File: config.mk
export PLATFORM = sky130hd
export DESIGN_NAME = bootram_ctrl
export DESIGN_NICKNAME = d
export VERILOG_FILES = /design/src/rtl/bootram_ctrl.sv
export SDC_FILE = /design/constraint.sdc
export NUM_CORES = 1
export LEC_CHECK = 0
export ABC_AREA = 1
export CELL_PAD_IN_SITES_DETAIL_PLACEMENT = 1
export CELL_PAD_IN_SITES_GLOBAL_PLACEMENT = 1
export CORE_MARGIN = 5
export CORE_UTILIZATION = 28
export DETAILED_ROUTE_END_ITERATION = 12
export PLACE_DENSITY_LB_ADDON = 0.1
export SLEW_MARGIN = 20
export SYNTH_ARGS = -nofsm -noshare
export SYNTH_HDL_FRONTEND = slang
export SYNTH_SLANG_ARGS = --single-unit
File: constraint.sdc
create_clock -name clk -period 1.6 [get_ports clk]
set_input_delay 0.32 -clock clk [delete_from_list [all_inputs] [get_ports clk]]
set_output_delay 0.32 -clock clk [all_outputs]
set_load 0.1 [all_outputs]
File: src/rtl/bootram_ctrl.sv
// Arbiter/sequencer between the picorv32 native bus, a byte-stream loader and four 2Kx8 SP boot RAM lanes.
// Optional loader checksum is enabled by defining BOOTRAM_LDSUM_EN.
module bootram_ctrl #(
  parameter int ADDR_W = 11
) (
  input  logic              clk,
  input  logic              reset,
  input  logic              cpu_valid,
  input  logic [ADDR_W+1:0] cpu_addr,
  input  logic [31:0]       cpu_wdata,
  input  logic [3:0]        cpu_wstrb,
  output logic              cpu_ready,
  output logic [31:0]       cpu_rdata,
  input  logic              ld_start,
  input  logic              ld_valid,
  input  logic [7:0]        ld_data,
  output logic              ld_ready,
  output logic [ADDR_W+1:0] ld_count,
  output logic [7:0]        ld_sum,
  output logic              ram_ce,
  output logic [3:0]        ram_wre,
  output logic [ADDR_W-1:0] ram_ad,
  output logic [31:0]       ram_din,
  input  logic [31:0]       ram_dout
);

  typedef enum logic [2:0] {IDLE, CPU_WR, CPU_RD, RD_CAP, CPU_ACK, LD_WR} state_t;

  localparam logic [ADDR_W+1:0] PTR_ONE = {{(ADDR_W+1){1'b0}}, 1'b1};

  state_t            state_q, state_d;
  logic              ram_ce_q, ram_ce_d;
  logic [3:0]        ram_wre_q, ram_wre_d;
  logic [ADDR_W-1:0] ram_ad_q, ram_ad_d;
  logic [31:0]       ram_din_q, ram_din_d;
  logic [31:0]       cpu_rdata_q, cpu_rdata_d;
  logic [ADDR_W+1:0] ptr_q, ptr_d;
  logic [ADDR_W+1:0] ptr_base;
  logic              unused_addr_lsb;

  assign unused_addr_lsb = ^cpu_addr[1:0];

  // ld_start overrides the pointer in the same cycle, so a coincident byte lands at 0.
  assign ptr_base = ld_start ? '0 : ptr_q;

  always_comb begin
    state_d     = state_q;
    ram_ce_d    = 1'b0;
    ram_wre_d   = 4'b0000;
    ram_ad_d    = ram_ad_q;
    ram_din_d   = ram_din_q;
    cpu_rdata_d = cpu_rdata_q;
    ptr_d       = ptr_base;
    case (state_q)
      IDLE: begin
        if (ld_valid) begin
          state_d   = LD_WR;
          ram_ce_d  = 1'b1;
          ram_ad_d  = ptr_base[ADDR_W+1:2];
          ram_wre_d = 4'b0001 << ptr_base[1:0];
          ram_din_d = {4{ld_data}};
          ptr_d     = ptr_base + PTR_ONE;
        end else if (cpu_valid) begin
          ram_ce_d = 1'b1;
          ram_ad_d = cpu_addr[ADDR_W+1:2];
          if (cpu_wstrb != 4'b0000) begin
            state_d   = CPU_WR;
            ram_wre_d = cpu_wstrb;
            ram_din_d = cpu_wdata;
          end else begin
            state_d = CPU_RD;
          end
        end
      end
      CPU_WR:  state_d = CPU_ACK;
      CPU_RD:  state_d = RD_CAP;
      RD_CAP: begin
        cpu_rdata_d = ram_dout;
        state_d     = CPU_ACK;
      end
      CPU_ACK: state_d = IDLE;
      LD_WR:   state_d = IDLE;
      default: state_d = IDLE;
    endcase
  end

  always_ff @(posedge clk) begin
    if (reset) begin
      state_q     <= IDLE;
      ram_ce_q    <= 1'b0;
      ram_wre_q   <= 4'b0000;
      ram_ad_q    <= '0;
      ram_din_q   <= '0;
      cpu_rdata_q <= '0;
      ptr_q       <= '0;
    end else begin
      state_q     <= state_d;
      ram_ce_q    <= ram_ce_d;
      ram_wre_q   <= ram_wre_d;
      ram_ad_q    <= ram_ad_d;
      ram_din_q   <= ram_din_d;
      cpu_rdata_q <= cpu_rdata_d;
      ptr_q       <= ptr_d;
    end
  end

`ifdef BOOTRAM_LDSUM_EN
  logic [7:0] sum_q, sum_d;

  always_comb begin
    sum_d = (ld_start ? 8'h00 : sum_q) +
            (((state_q == IDLE) && ld_valid) ? ld_data : 8'h00);
  end

  always_ff @(posedge clk) begin
    if (reset) sum_q <= 8'h00;
    else       sum_q <= sum_d;
  end

  assign ld_sum = sum_q;
`else
  assign ld_sum = 8'h00;
`endif

  assign cpu_ready = (state_q == CPU_ACK);
  assign cpu_rdata = cpu_rdata_q;
  assign ld_ready  = (state_q == IDLE);
  assign ld_count  = ptr_q;
  assign ram_ce    = ram_ce_q;
  assign ram_wre   = ram_wre_q;
  assign ram_ad    = ram_ad_q;
  assign ram_din   = ram_din_q;

endmodule

[After elaboration in Yosys (flattened, before gate mapping)]
Cells that the tools add are included.
Cells by class
  add/sub/neg operators: 1
  equal/unequal tests: 5
  shift-type cells: 1
  mux-type cells: 17
  bitwise gates (word level): 1
  reduce and logical (&&, ||, !) cells: 8
Operators by type and width (number)
  $mux W32: 3
  $mux W13: 3
  $mux W11: 2
  $add A13 B1 Y13 const B: 1
  $mux W4: 3
  $pmux W3 S3: 1
  $eq A3 B2 Y1 const B: 2
  $mux W3: 2
  $reduce_bool A2 Y1: 2
  $reduce_bool A4 Y1: 1
  $reduce_or A2 Y1: 2
  $shl A1 B2 Y4 const A: 1
  $eq A3 B1 Y1 const B: 1
  $eq A3 B3 Y1 const B: 1
  $logic_not A3 Y1: 1
  $ne A3 B3 Y1 const B: 1
  $reduce_and A3 Y1: 1
  $mux W1: 2
  $mux W2: 1
  $reduce_and A2 Y1: 1
  $not A1 Y1: 1
Storage, ports and cells
  register bits: 96
  bits of input ports: 94
  output and inout bits: 103

[Longest topological paths before layout]
Gate-level depths: netlist (run 1).
  depth in word-level cells: 5
  gate-level depth with buffers: 9

[Least setup slack after synthesis (run 1)]
Ideal clock, no wire load.
  kind: register to output
  from: register state_q[2]
  to: output port cpu_ready
  data arrival time: 2.442 ns
  path slack: -1.162 ns
  stages on the path, launching flop included: 3
  buffers on the path: 0
  cell sequence: dfxtp_1 > inv_1 > nor3_1
Between the ends
  longest elaborated chain between the ends: 1
Ends and longest elaborated chain
  start: declaration: RTL line 31  | state_t state_q, state_d;
  start signal: assignment: RTL line 97  | state_q <= state_d;
  $eq A3 B3 Y1: RTL line 125  | assign cpu_ready = (state_q == CPU_ACK);
  end: declaration: RTL line 12  | output logic cpu_ready,
No other way between the ends.

[Worst setup path after layout (run 1)]
  from: register state_q[0]
  to: output port ld_ready
Between the ends
  longest elaborated chain between the ends: 1
Ends and longest elaborated chain
  $logic_not A3 Y1: RTL line 127  | assign ld_ready = (state_q == IDLE);
  end: declaration: RTL line 17  | output logic ld_ready,
No other way between the ends.

==> results of run 1 <==
[repair_timing]
action,4_1_cts,5_1_grt
endpoints found under the hold margin,0,0
setup buffers,1,4
endpoints found under the setup margin,2,19
gates resized for setup,5,13
pin swaps,4,5
[kinds of logic after synthesis]
kind of cell	count (synthesis)	share of synthesized area, %
adders and majority gates	4	1.19
other	1	0.0889
buffers and inverters	72	8.90
xor gates and xnor gates	1	0.208
DFF	96	45.6
and+or+nand+nor	284	29.2
AOI/OAI and AO/OA	122	14.9
[stage by stage]
stage | hold WS (ns) | setup WS (ns) | total power [µW] | util (%) | cells
2_1_floorplan | 0.455 | -0.0345 | 4300 | - | 587
3_3_place_gp | 0.471 | -0.260 | 5400 | 51.1 | 959
6_report | 0.486 | 0.0710 | 7710 | 53.8 | 980
4_1_cts | 0.491 | 0.00668 | 7760 | 53.4 | 976
3_5_place_dp | 0.480 | -0.371 | 5440 | 51.1 | 959
5_1_grt | 0.514 | -0.0447 | 8020 | 53.8 | 980
[metal layers]
metal / track usage (%) / share of wire [%]
met1: 21.9 / 42
met2: 31.5 / 49
met3: 7.10 / 7.8
met4: 5.08 / 1.1
met5: 0 / 0
[power groups by stage]
stage	clock, µW	sequential, µW	combinational [µW]
floorplan	0	3620	679
global placement	0	2740	2670
detailed placement	0	2740	2690
CTS	2350	2690	2720
global route	2470	2700	2840
finish	2300	2690	2730
[layout make-up]
cell class / instances / area, µm²
Multi-Input combinational cell: 419 / 1990
Sequential cell: 96 / 1940
Timing Repair Buffer: 235 / 3270
Inverter: 30 / 120
Tap cell: 184 / 230
Clock buffer: 11 / 254
Clock inverter: 5 / 63.8
Fill cell: 1693 / 6770
[path summary, 6_finish.rpt]
path	end	slack (ns)	cells past startpoint
min	ram_din[0]	0.49	2
max reg2reg	ld_count[8]	0.08	9
min reg2reg	ram_din[0]	0.49	2
max	ld_ready	0.07	4
[flip-flops by register name (all words and copies together) (netlist names)]
| name | flops |
|---|---|
| ram_ce | 1 |
| cpu_rdata | 32 |
| ram_wre | 4 |
| ld_count | 13 |
| ram_ad | 11 |
| state_q | 3 |
| ram_din | 32 |
[cell usage in the layout (no fill, tap or decap), types with 2 or more instances in the layout]
master / count
nand2_4: 2
nand2_1: 129
clkdlybuf4s50_1: 90
clkinv_4: 3
nor2_2: 6
inv_2: 5
buf_12: 102
nand2_2: 7
clkbuf_16: 10
a22oi_1: 3
dfxtp_1: 82
nand4_1: 6
nand3_1: 36
dfxtp_4: 2
nor2_4: 2
a31oi_1: 3
ha_1: 3
buf_4: 41
nor2_1: 89
a21oi_1: 48
inv_1: 24
conb_1: 8
dfxtp_2: 12
o21ai_0: 52
nand3_4: 2
o21ai_1: 13
nor2_8: 2
[tightest hold or removal path, delay by kind of cell (launching register included)]
family	cells	cell delay, ns
buf+inv	1	0.06
flops	1	0.33
compound gates	1	0.05
==> summary.txt, run 1 <==
Timing
  • Endpoints failing setup: 0
  • RSZ-0062 raised after global routing: yes
  • Final Hold Fails: 0
  • F_max: 654 MHz
  • Slew Viols, Final: 0
  • Period utilisation layout: 95.6%
  • Min Tclk post-route: 1.53 ns
  • Setup TNS: 0 ns
  • Clock Skews: 0.00412 ns

Power
  • Net Sw Power: 2830 µW
  • Seq pwr share: 34.8%
  • Switching Share: 36.8%
  • Pwr dens: 979 nW/µm²
  • Clk pwr share: 29.8%
  • Share of power burned in combinational logic: 35.3%
  • Int Power: 4880 µW
  • Maximum vdd drop: 0.000475 V
  • Pleak: 0.00330 µW

Die
  • Area of the die: 17600 µm²
  • Cell Rows: 44
  • Die W: 133 µm
  • # IOs: 197
  • Die height: 133 µm
  • Starting Density: 28.8%
  • Core ar.: 14600 µm²

Drt
  • Antenna Nets Post-Route: 0
  • Routed len/inst: 16.8 µm
  • DRT Pass-1 Iters: 4
  • Via density per instance: 4.74
  • DRC: 0
  • Initial DRC Count: 206
  • Vias: 4646
  • Post-Route WL: 16.5 mm

Logic synthesis
  • Yosys reg bits: 96
  • Commonest cells in the synthesized netlist: nand2_1, dfxtp_1, nor2_1, o21ai_0, a21oi_1
  • Post-Syn Area: 4220 µm²
  • Cell taking the most area after synthesis: dfxtp_1
  • Synth Instances: 580
  • Post-synth ARST share: 0%
  • Top-count cell post-synth: nand2_1
  • Synth warnings: 0
  • Seq/Total Area, Yosys: 45.6%
  • Primary FF master, synth: dfxtp_1
  • Top post-synthesis cells by area: dfxtp_1, nand2_1, nor2_1
  • Mapped Avg Cell Area: 7.27 µm²
  • Distinct cells, synth: 31
  • Post-synth EDFFs: 0
  • Synth top area share: 45.6%

Setup path
  • Reg-to-Reg Start: ld_count[0]
  • CP max-delay cell: dfxtp_2
  • CP peak stage delay: 0.35 ns
  • Buf+Inv Stages, Crit Path: 2
  • Crit. Startpoint: state_q[0]
  • Cells along the critical path: nor2_4 > nand2_4 > inv_8 > buf_12
  • CP top delay family: flip-flops
  • Startpoint types: register
  • Worst EP required: 1.28 ns
  • Crit Path Class: register to output pin
  • Maximum fanout along the worst path: 5
  • Crit path DAT: 1.21 ns
  • CP endpoint kind: output pin

Finish
  • Ant. Diodes: 0
  • Share of layout cells above drive strength 1: 25.6%
  • Final nets: 889
  • Design Area, Final: 7880 µm²
  • Area growth syn-to-layout: 86.7%

Placed design
  • I/O Buffers: 186
  • Placed cell area: 7480 µm²
  • GPL Wtd Cong: 0.788
  • Detail Placement HPWL: 12.4 mm

Global route
  • GRT overflow: 0
  • GRT Util Overall: 18.6%
  • First-pass GRT wire length: 26.3 mm
  • Vias in the first global route: 4902
  • Largest net degree at the start of global routing: 37
  • Initial antenna violation count: 0

Clock tree
  • Clk_lat worst skew: 0.35 ns
  • CTS tree: done
  • Hold_buf cts: 0
  • Root buffer cell: clkbuf_16
  • TritonCTS Buffers: 9
  • H-tree levels: 3
  • Clock-pin transition on the worst setup and hold timing paths: 0.07 ns
  • CTS sink count: 96
  • Clock tree buffer depth: 2

Min path
  • Worst min-delay path class: register to register
  • Hold Startpoint: ram_din[0]

Run status
  • Status: finished, final reports clean

Job
  • Max-cap violations: 0
Note: power is estimated with default switching activity, not from simulation.
==> inputs of run 2 (changes only) <==
--- a/config.mk
+++ b/config.mk
@@ -11,6 +11,7 @@
 export CORE_MARGIN = 5
 export CORE_UTILIZATION = 28
 export DETAILED_ROUTE_END_ITERATION = 12
+export GPL_ROUTABILITY_DRIVEN = 0
 export PLACE_DENSITY_LB_ADDON = 0.1
 export SLEW_MARGIN = 20
 export SYNTH_ARGS = -nofsm -noshare
==> results of run 2 <==
Final layout, timing and power as in run 1 (identical DEF).
==> inputs of run 3 (changes only) <==
--- a/config.mk
+++ b/config.mk
@@ -8,8 +8,8 @@
 export ABC_AREA = 1
 export CELL_PAD_IN_SITES_DETAIL_PLACEMENT = 1
 export CELL_PAD_IN_SITES_GLOBAL_PLACEMENT = 1
-export CORE_MARGIN = 5
-export CORE_UTILIZATION = 28
+export CORE_MARGIN = 2
+export CORE_UTILIZATION = 30
 export DETAILED_ROUTE_END_ITERATION = 12
 export GPL_ROUTABILITY_DRIVEN = 0
 export PLACE_DENSITY_LB_ADDON = 0.1
==> constraint.sdc (replaced) <==
create_clock -name clk -period 1.9 [get_ports clk]
set_input_delay 0.38 -clock clk [delete_from_list [all_inputs] [get_ports clk]]
set_output_delay 0.38 -clock clk [all_outputs]
set_load 0.1 [all_outputs]
==> run 3 against run 2 <==
  * Via count down 2.0%
  * Clock-buffer cell count unchanged
  * Utilization down 5.6 points
  * Final cell count down 2.3%
  * Wire length down 8.9%
  * Worst hold slack worse by 0.035 ns
  * Die area down 15%
  * Sequential share of layout area up 4.2 points
  * Critical path type unchanged
  * Critical endpoint unchanged
==> summary.txt, run 3 (synthesis results as in run 1) <==
Timing
  • Period utilisation layout: 93.8%
  • Final WS setup: 0.118 ns (was 0.0710 ns)
  • Final Hold Fails: 0 (unchanged)
  • Endpoints failing setup: 0 (unchanged)
  • Slew Viols, Final: 0 (unchanged)
  • Clock Skews: 0.00641 ns (was 0.00412 ns)
  • RSZ-0062 raised after global routing: no (was yes)
  • Setup TNS: 0 ns (unchanged)
  • Worst slew margin relative to its limit: 33.1%
  • Min Tclk post-route: 1.78 ns
  • F_max: 561 MHz
  • Slew @ Worst Pin: 1.00 ns

Finish
  • Final nets: 870 (was 889)
  • Most frequent cells in the layout: nand2_1, buf_4, dfxtp_1 (was nand2_1, buf_12, clkdlybuf4s50_1)
  • Share of layout cells above drive strength 1: 20.7% (was 25.6%)
  • Ant. Diodes: 0 (unchanged)
  • Design Area, Final: 6670 µm² (was 7880 µm²)
  • Area growth syn-to-layout: 58.0% (was 86.7%)
  • Most common cell after layout, fill and taps aside: nand2_1 (unchanged)

Global route
  • Vias in the first global route: 4650 (was 4902)
  • First-pass GRT wire length: 23.4 mm (was 26.3 mm)
  • Largest net degree at the start of global routing: 34 (was 37)
  • Initial antenna violation count: 0 (unchanged)
  • GRT Util Overall: 19.9% (was 18.6%)
  • GRT overflow: 0 (unchanged)

Drt
  • DRC: 0 (unchanged)
  • Vias: 4553 (was 4646)
  • Via density per instance: 4.76 (was 4.74)
  • DRT Pass-1 Iters: 4 (unchanged)
  • Routed len/inst: 15.7 µm (was 16.8 µm)
  • Antenna Nets Post-Route: 0 (unchanged)
  • Initial DRC Count: 167 (was 206)
  • Post-Route WL: 15.0 mm (was 16.5 mm)

Power
  • Maximum vdd drop: 0.000341 V (was 0.000475 V)
  • Pwr dens: 885 nW/µm² (was 979 nW/µm²)
  • Tot Pwr: 5900 µW (was 7710 µW)
  • Pleak: 0.00295 µW (was 0.00330 µW)

Clock tree
  • Clock tree buffer depth: 2 (unchanged)
  • TritonCTS Buffers: 9 (unchanged)
  • Clock-pin transition on the worst setup and hold timing paths: 0.07 ns (about the same)
  • Postcts setup bufs: 0 (was 1)
  • Hold_buf cts: 0 (unchanged)
  • CTS sink count: 96 (unchanged)
  • Root buffer cell: clkbuf_16 (unchanged)
  • Clk_lat worst skew: 0.34 ns (was 0.35 ns)
  • CTS resizes: 0 (was 5)
  • H-tree levels: 3 (unchanged)
  • CTS tree: done (unchanged)

Setup path
  • Worst EP required: 1.52 ns (was 1.28 ns)
  • CP endpoint kind: output pin (unchanged)
  • Startpoint types: register (unchanged)
  • Crit Path Class: register to output pin (unchanged)
  • Crit path DAT: 1.40 ns (was 1.21 ns)
  • Maximum fanout along the worst path: 14 (was 5)

Placed design
  • I/O Buffers: 186 (unchanged)
  • Detail Placement HPWL: 11.0 mm (was 12.4 mm)
  • Placed cell area: 6390 µm² (was 7480 µm²)
  • Pre-CTS setup slack: -0.140 ns (was -0.371 ns)

Die
  • Core ar.: 13800 µm² (was 14600 µm²)
  • Die height: 123 µm (was 133 µm)
  • Cell Rows: 43 (was 44)
  • Die W: 123 µm (was 133 µm)
  • Starting Density: 30.5% (was 28.8%)
  • # IOs: 197 (unchanged)
  • Area of the die: 15000 µm² (was 17600 µm²)

Run status
  • Status: finished, final reports clean (unchanged)

Min path
  • Worst min-delay path class: register to register (unchanged)

Job
  • Max-cap violations: 0 (unchanged)
## run 3: changes by cell type in the layout (fill, tap and decap cells not counted), moves of 4 or more
cell,previous run,this run
buf_4,41,99
dfxtp_2,12,2
nor2_1,89,93
nor2_2,6,2
dfxtp_1,82,94
nand2_2,7,1
nand2_1,129,135
buf_12,102,26
## run 3: per-layer routing
metal | vias to the layer above | track usage (%) | part of all wire, %
met1 | 2139 | 23.7 | 43
met3 | 24 | 5.99 | 7.8
met2 | 145 | 33.5 | 47
met5 | - | 0 | 0
met4 | 0 | 7.76 | 2.2
li1 | 2245 | - | -
## run 3: area by class of cell
| class | count | area [µm²] |
|---|---|---|
| clock inverters | 5 | 32.5 |
| clock buffers | 11 | 243 |
| inverters | 30 | 115 |
| fillers | 1666 | 7160 |
| multi-input cells | 419 | 1950 |
| repair buffers | 216 | 2170 |
| well taps | 180 | 225 |
| flip-flops and latches | 96 | 1920 |
## run 3: stage by stage
stage | hold WS, ns | util [%] | cells
finish | 0.451 | 48.2 | 957
CTS | 0.454 | 48.2 | 957
global route | 0.473 | 48.2 | 957
global placement | 0.433 | 46.2 | 941
detailed placement | 0.442 | 46.2 | 941
floorplan | 0.515 | - | 587
## run 3: worst paths after layout
kind,start,end,slack [ns],cells past startpoint
max,state_q[0],ld_ready,0.12,4
min,ram_din[2],ram_din[2],0.45,2
max reg2reg,state_q[2],cpu_rdata[1],0.24,6
min reg2reg,ram_din[2],ram_din[2],0.45,2
## run 3: power breakdown
part	total [µW]	switching [µW]	internal, µW
Clock	1710	788	923
Combinational	1980	1400	578
Sequential	2210	78.9	2130
## run 3: worst max-delay path, cell delays in order (launching register included)
cell     delay, ns
dfxtp_1       0.36
nor2_4        0.18
nand2_4       0.11
inv_4         0.20
buf_12        0.21
